**src/rtl/step_clk_gen.sv**
```systemverilog
`default_nettype none
// ============================================================================
// Module      : step_clk_gen
// Description : Debounced single-step / free-run clock source for a CPU core.
//               Macro STEP_COUNT_EN enables the step_count counter.
// Revision    : 1.0 - initial release
// ============================================================================
module step_clk_gen #(
    parameter int DEBOUNCE_CYCLES  = 1000000,
    parameter int STEP_HIGH_CYCLES = 4,
    parameter int RUN_HALF_PERIOD  = 50000000
) (
    input  logic        clk,
    input  logic        rst_n,
    input  logic        btn,
    input  logic        run_mode,
    output logic        step_clk,
    output logic [15:0] step_count,
    output logic        busy
);

    localparam int c_DB_W   = (DEBOUNCE_CYCLES > 1) ? $clog2(DEBOUNCE_CYCLES) : 1;
    localparam int c_PH_MAX = (STEP_HIGH_CYCLES > RUN_HALF_PERIOD) ? STEP_HIGH_CYCLES
                                                                   : RUN_HALF_PERIOD;
    localparam int c_PH_W   = (c_PH_MAX > 1) ? $clog2(c_PH_MAX) : 1;

    localparam logic [c_DB_W-1:0] c_DB_LAST   = c_DB_W'(DEBOUNCE_CYCLES - 1);
    localparam logic [c_DB_W-1:0] c_DB_ONE    = c_DB_W'(1);
    localparam logic [c_PH_W-1:0] c_STEP_LAST = c_PH_W'(STEP_HIGH_CYCLES - 1);
    localparam logic [c_PH_W-1:0] c_RUN_LAST  = c_PH_W'(RUN_HALF_PERIOD - 1);
    localparam logic [c_PH_W-1:0] c_PH_ONE    = c_PH_W'(1);

    localparam logic [2:0] c_ST_IDLE    = 3'd0;
    localparam logic [2:0] c_ST_STEP_HI = 3'd1;
    localparam logic [2:0] c_ST_STEP_LO = 3'd2;
    localparam logic [2:0] c_ST_RUN_HI  = 3'd3;
    localparam logic [2:0] c_ST_RUN_LO  = 3'd4;

    logic [1:0]        r_sync;
    logic              r_db;
    logic              r_db_d;
    logic              r_press;
    logic [c_DB_W-1:0] r_db_cnt;
    logic [2:0]        r_state;
    logic [c_PH_W-1:0] r_ph_cnt;
    logic              r_step_clk;
    logic              r_busy;
    logic [2:0]        w_next_state;
    logic              w_phase_done;

    // Press pulse is registered, so it lags the debounced rising edge by one cycle
    always_ff @(posedge clk) begin
        if (!rst_n) begin
            r_sync   <= 2'b00;
            r_db     <= 1'b0;
            r_db_d   <= 1'b0;
            r_press  <= 1'b0;
            r_db_cnt <= '0;
        end else begin
            r_sync  <= {r_sync[0], btn};
            r_db_d  <= r_db;
            r_press <= r_db & ~r_db_d;
            if (r_sync[1] == r_db) begin
                r_db_cnt <= '0;
            end else if (r_db_cnt == c_DB_LAST) begin
                r_db     <= r_sync[1];
                r_db_cnt <= '0;
            end else begin
                r_db_cnt <= r_db_cnt + c_DB_ONE;
            end
        end
    end

    always_comb begin
        w_next_state = r_state;
        w_phase_done = 1'b0;
        case (r_state)
            c_ST_STEP_HI, c_ST_STEP_LO: w_phase_done = (r_ph_cnt == c_STEP_LAST);
            c_ST_RUN_HI,  c_ST_RUN_LO:  w_phase_done = (r_ph_cnt == c_RUN_LAST);
            default:                    w_phase_done = 1'b0;
        endcase
        case (r_state)
            c_ST_IDLE: begin
                if (run_mode)     w_next_state = c_ST_RUN_HI;
                else if (r_press) w_next_state = c_ST_STEP_HI;
            end
            c_ST_STEP_HI: if (w_phase_done) w_next_state = c_ST_STEP_LO;
            c_ST_STEP_LO: if (w_phase_done) w_next_state = c_ST_IDLE;
            c_ST_RUN_HI:  if (w_phase_done) w_next_state = c_ST_RUN_LO;
            c_ST_RUN_LO: begin
                if (w_phase_done) w_next_state = run_mode ? c_ST_RUN_HI : c_ST_IDLE;
            end
            default: w_next_state = c_ST_IDLE;
        endcase
    end

    // Outputs decode the next state so they change on the same edge as the state
    always_ff @(posedge clk) begin
        if (!rst_n) begin
            r_state    <= c_ST_IDLE;
            r_ph_cnt   <= '0;
            r_step_clk <= 1'b0;
            r_busy     <= 1'b0;
        end else begin
            r_state    <= w_next_state;
            r_step_clk <= (w_next_state == c_ST_STEP_HI) || (w_next_state == c_ST_RUN_HI);
            r_busy     <= (w_next_state != c_ST_IDLE);
            if ((w_next_state != r_state) || (w_next_state == c_ST_IDLE)) begin
                r_ph_cnt <= '0;
            end else begin
                r_ph_cnt <= r_ph_cnt + c_PH_ONE;
            end
        end
    end

    assign step_clk = r_step_clk;
    assign busy     = r_busy;

`ifdef STEP_COUNT_EN
    logic [15:0] r_step_count;
    logic        w_enter_high;

    assign w_enter_high = (w_next_state != r_state) &&
                          ((w_next_state == c_ST_STEP_HI) || (w_next_state == c_ST_RUN_HI));

    always_ff @(posedge clk) begin
        if (!rst_n) begin
            r_step_count <= 16'h0000;
        end else if (w_enter_high) begin
            r_step_count <= r_step_count + 16'h0001;
        end
    end

    assign step_count = r_step_count;
`else
    assign step_count = 16'h0000;
`endif

endmodule
`default_nettype wire
```
**config.mk**
```make
export PLATFORM = sky130hd
export DESIGN_NAME = step_clk_gen
export DESIGN_NICKNAME = d
export VERILOG_FILES = /design/src/rtl/step_clk_gen.sv
export SDC_FILE = /design/constraint.sdc
export NUM_CORES = 1
export LEC_CHECK = 0
export BUFFER_PORTS_ARGS = -buffer_cell sky130_fd_sc_hd__buf_4
export CAP_MARGIN = 20
export CORE_AREA = 3 3 76 78
export DETAILED_ROUTE_END_ITERATION = 8
export DIE_AREA = 0 0 79 81
export MAX_ROUTING_LAYER = met4
export PLACE_DENSITY_LB_ADDON = 0.12
export SLEW_MARGIN = 20
export SYNTH_ARGS = -nofsm -noshare
export SYNTH_HDL_FRONTEND = slang
export SYNTH_SLANG_ARGS = --single-unit
```
**constraint.sdc**
```tcl
create_clock -name clk -period 2.3 [get_ports clk]
set_input_delay 0.46 -clock clk [delete_from_list [all_inputs] [get_ports clk]]
set_output_delay 0.46 -clock clk [all_outputs]
set_load 0.005 [all_outputs]
```
Yosys cells after proc, flatten, opt, wreduce, memory -nomap -nowiden

Cells that the tools add are included.

Multiplexer cells: 9
Bitwise operators: 4
Reductions and logical operators: 10
Equal/unequal tests: 11
$add $sub $neg: 2

Operators by type and width:

| operator                                                               | number |
|---|---|
| 26-bit by 1-bit adder with 26-bit output, second input constant        | 1 |
| 26-bit by 2-bit equality test with 1-bit output, second input constant | 1 |
| 26-bit equality test, second input constant                            | 1 |
| 20-bit by 1-bit adder with 20-bit output, second input constant        | 1 |
| 20-bit equality test, second input constant                            | 1 |
| 3-bit 2-to-1 mux                                                       | 6 |
| 3-bit one-hot mux with 5 select lines                                  | 1 |
| 3-bit by 2-bit equality test with 1-bit output, second input constant  | 3 |
| 3-bit by 1-bit equality test with 1-bit output, second input constant  | 2 |
| 3-bit logical NOT                                                      | 2 |
| 2-bit OR reduction                                                     | 3 |
| 3-bit equality test, second input constant                             | 1 |
| 3-bit != test                                                          | 1 |
| 1-bit inverter                                                         | 3 |
| 3-bit nonzero test                                                     | 1 |
| 3-bit OR reduction                                                     | 1 |
| 1-bit logical OR                                                       | 2 |
| 2-bit 2-to-1 mux                                                       | 1 |
| 1-bit one-hot mux with 2 select lines                                  | 1 |
| 2-bit AND reduction                                                    | 1 |
| 1-bit AND                                                              | 1 |
| 1-bit equality test                                                    | 1 |

Output and inout bits: 18
Register bits: 56
Logic and storage cells: 45
Input port bits: 4

Depth between registers and ports, before layout

Depth in word-level cells: 8
Gate-level depth with buffers: 9
Gate-level depth less buffers: 7

Worst setup path after synthesis

No wires, ideal clock.

Path kind: register to register
Start point: reg r_state[2]
End point: reg r_ph_cnt[10]
Stages on the path, launching flop included: 10
Slack: 109 ps
Library setup time: 119 ps
Buffers on the path: 3
Data arrival time: 2073 ps
Period minus slack after synthesis: 2191 ps
Data required time: 2181 ps
Path through: dfxtp_1 buf_4 or3b_1 a211oi_2 nand2_1 a21o_1 buf_6 a221oi_4 buf_6 nor3_1

Longest elaborated chain between the ends: 8
Elaborated cells on any way between the ends: 19
Those cells by class: eq/ne (5); mux (8); reduce/logical (6)

Ends and longest elaborated chain:

| what                                               | line   | source |
|---|---|---|
| start: declaration                                 | 44     | `logic [2:0] r_state;` |
| start signal: assignment                           | 100    | `r_state <= c_ST_IDLE;` |
| start signal: assignment                           | 105    | `r_state <= w_next_state;` |
| 3-bit equality test, or another cell as far along  | 77, 82 |  |
| 2-bit OR reduction                                 | 77     | `case (r_state)` |
| 1-bit one-hot mux with 2 select lines              | 77     |  |
| 3-bit 2-to-1 mux (on tied branches)                | -      |  |
| 3-bit one-hot mux with 5 select lines              | 82     | `case (r_state)` |
| 3-bit != test or 3-bit logical NOT (tied branches) | 108    | `if ((w_next_state != r_state) \|\| (w_next_state == c_ST_IDLE)) begin` |
| 1-bit logical OR *                                 | 108    |  |
| 2-bit OR reduction (no line) *                     | -      |  |
| end signal: assignment                             | 111    | `r_ph_cnt <= r_ph_cnt + c_PH_ONE;` |
| end: declaration                                   | 45     | `logic [c_PH_W-1:0] r_ph_cnt;` |

Every way passes the cells marked *; elsewhere a longest branch is shown, timed or not.
A chain may end at the register's enable or synchronous reset.

Worst setup path after layout

Start point: reg r_state[2]
End point: reg r_ph_cnt[7]

The elaborated chain is that of the path after synthesis.

==> run metrics <==
status finished clean; #FFs+latches synth 56; CTS tree done; fin cells 388; final hold viol count 0; Netlist cell types 41; initial antenna violation count 0; final net count 323; Root Driver clkbuf_8; n_diodes 0; crit start category flip-flop; DR iter-0 viols 92; gpl congestion 0.765; switch share 24.9%; measured slew at the worst slew-check pin 0.664 ns; number of synthesis warnings 0; Pwr Density 580 mW/mm^2; Logic pwr share 7.3%; RSZ-0062 raised after global routing false; final hold slack 0.343 ns; port buffer count 5; Max VDD drop 308 uV; commonest non-fill, non-tap cell in the layout dfxtp_1; peak fanout along the critical path 27; crit path from r_state[2]; hold_buf cts 0; FF-to-FF path depth 7; Die Ht 81 um; Antenna Nets Post-Route 0; vias in the first global route 1832; Final Cycle Share 93.1%; endpoints failing setup 0; net switching power figure 0.000418 W; hold path start btn; CTS Sinks 56; H-tree levels 2; drt drc 0; Critical Path End Type flip-flop; Initial Util 53.1%; setup bufs post-CTS 0; fraction of layout cells with a size suffix above 1 8.81%; min cycle time layout 2.14 ns; R2R Setup Slk 0.16 ns; HPWL after DPL 3230 um; sequential share of power 59.1%; final WL 4680 um; Pint 0.00126 W; WP data arrival 2.34 ns; hold-critical path depth 2; dpl cells 380; DR vias 2031; slew margin rel. 55.3%; core area 0.00514 sq mm; Core Rows 26; path type of the worst setup path flip-flop to flip-flop; cts bufs inserted 5; first-pass GRT wire length 8280 um; Wirelength per Cell 12.1 um; Leakage 0.987 nW; Max Cap Viol 0; Total Routing Usage GR 16.5%; TritonRoute pass-1 iters 4; Reg2Reg Capture Point r_ph_cnt[7]; post-route setup TNS 0 ns; Max Slew Vio Count 0; power share of the clock group 33.6%; register area share after synthesis 41.1%; Hold Crit Class input pin to flip-flop; clock-pin slew on the worst setup and hold paths 0.11 ns; average cell area after synthesis 8.77 sq um; vias per cell 5.23; Die Span X 79 um; largest net degree at the start of global routing 28; source of the worst register-to-register timing path r_state[2]; Syn Inst Count 311; Gates resized, CTS repair 0; highest clock rate 467 MHz; Clock Skews 0.0165 ns; Ports 22; die area 0.00640 sq mm; clk buf depth 2; Hold Path Sink r_sync[0]; critical path required time 2.50 ns; clock latency on the worst-skew pair 0.32 ns; P&R area growth vs syn 5.87%; total gr overflow 0; most frequent cells in the layout dfxtp_1, nor2_1, nor3_1; synthesized cell area 0.00273 sq mm
[cell type report]
| type | instances | area (sq um) |
|---|---|---|
| repair buffers | 13 | 123 |
| multi-input cells | 234 | 1430 |
| clock buffers | 5 | 68.8 |
| flip-flops and latches | 56 | 1120 |
| well taps | 70 | 87.6 |
| fillers | 510 | 2250 |
| inverters | 7 | 26.3 |
| clock inverters | 3 | 27.5 |
[cell usage after synthesis (all sizes together)]
library cell | n | area, sq um
dfxtp | 56 | 1120
nor3 | 33 | 170
nor2 | 32 | 120
xor2 | 27 | 236
buf | 23 | 183
nand3 | 20 | 100
nand2 | 17 | 63.8
xnor2 | 14 | 123
nand4 | 12 | 75.1
and2 | 7 | 43.8
inv | 7 | 26.3
nor4 | 7 | 43.8
clkbuf | 6 | 22.5
and3 | 5 | 31.3
a21oi | 4 | 20.0
nor4b | 4 | 35.0
o21ai | 4 | 20.0
a211oi | 3 | 27.5
and4 | 3 | 26.3
nand3b | 3 | 22.5
nor2b | 3 | 18.8
or3 | 3 | 18.8
ha | 2 | 25.0
mux2i | 2 | 20.0
nand2b | 2 | 12.5
o211a | 2 | 20.0
o211ai | 2 | 20.0
a21bo | 1 | 10.0
a21o | 1 | 7.51
a221oi | 1 | 26.3
conb | 1 | 3.75
nand4b | 1 | 8.76
nor3b | 1 | 7.51
o31a | 1 | 8.76
or3b | 1 | 8.76
[state kept, by name, summed over array words and instances (netlist names)]
register	count
r_db	1
r_db_cnt	20
r_ph_cnt	26
r_db_d	1
r_press	1
r_state	3
step_clk	1
r_sync	2
busy	1
[worst max-delay path by stage]
stage | end | depth (start not counted)
after global placement | r_ph_cnt[7] | 7
after floorplan | r_ph_cnt[10] | 9
final | r_ph_cnt[7] | 7
after global routing | r_ph_cnt[13] | 7
after detailed placement | r_ph_cnt[13] | 7
after CTS | r_ph_cnt[7] | 7
[logic make-up (layout without fill, tap and decap cells)]
logic type | after synthesis | in the layout | share of synthesized area, %
compound gates | 19 | 19 | 5.87
xor+xnor | 41 | 41 | 13.2
fa+ha+maj | 2 | 2 | 0.917
buf+inv | 36 | 28 | 8.49
flops | 56 | 56 | 41.1
mux | 2 | 2 | 0.734
other cells | 1 | 16 | 0.137
simple gates | 154 | 154 | 29.6
[metal layers]
metal  vias up  track usage, %  part of all wire [%]  routed length, um
met5         -               -                     0                  0
met4         0            5.15                   1.3                 61
li1       1061               -                     -                  -
met1       929            21.4                    51               2400
met3         6            3.66                   3.7                171
met2        35            25.7                    44               2050
[through the flow]
step | cell area (sq um) | utilization [%] | total power, W | setup WS [ns]
finish | 2890 | 56.2 | 0.00167 | 0.159
global route | 2890 | 56.2 | 0.00176 | 0.0151
CTS | 2890 | 56.1 | 0.00170 | 0.0976
detailed placement | 2790 | 54.3 | 0.00114 | 0.125
global placement | 2790 | 54.3 | 0.00114 | 0.184
floorplan | 2780 | - | 0.00112 | 0.109
[critical path, stage by stage (launching register included)]
cell and delay [ns]:
dfxtp_2 0.38, or3b_1 0.41, a211oi_2 0.26, nand2_1 0.10, a21o_2 0.30, a221oi_4 0.30, buf_12 0.21, nor3_1 0.07
[power by group through the flow]
stage                     Combinational, W  Sequential (W)  Clock (W)
after global placement            0.000123         0.00101          0
after floorplan                   0.000106         0.00101          0
final                             0.000122        0.000990   0.000563
after global routing              0.000137        0.000992   0.000626
after CTS                         0.000123        0.000991   0.000589
after detailed placement          0.000123         0.00101          0
Power figures use the tool's default switching activity.
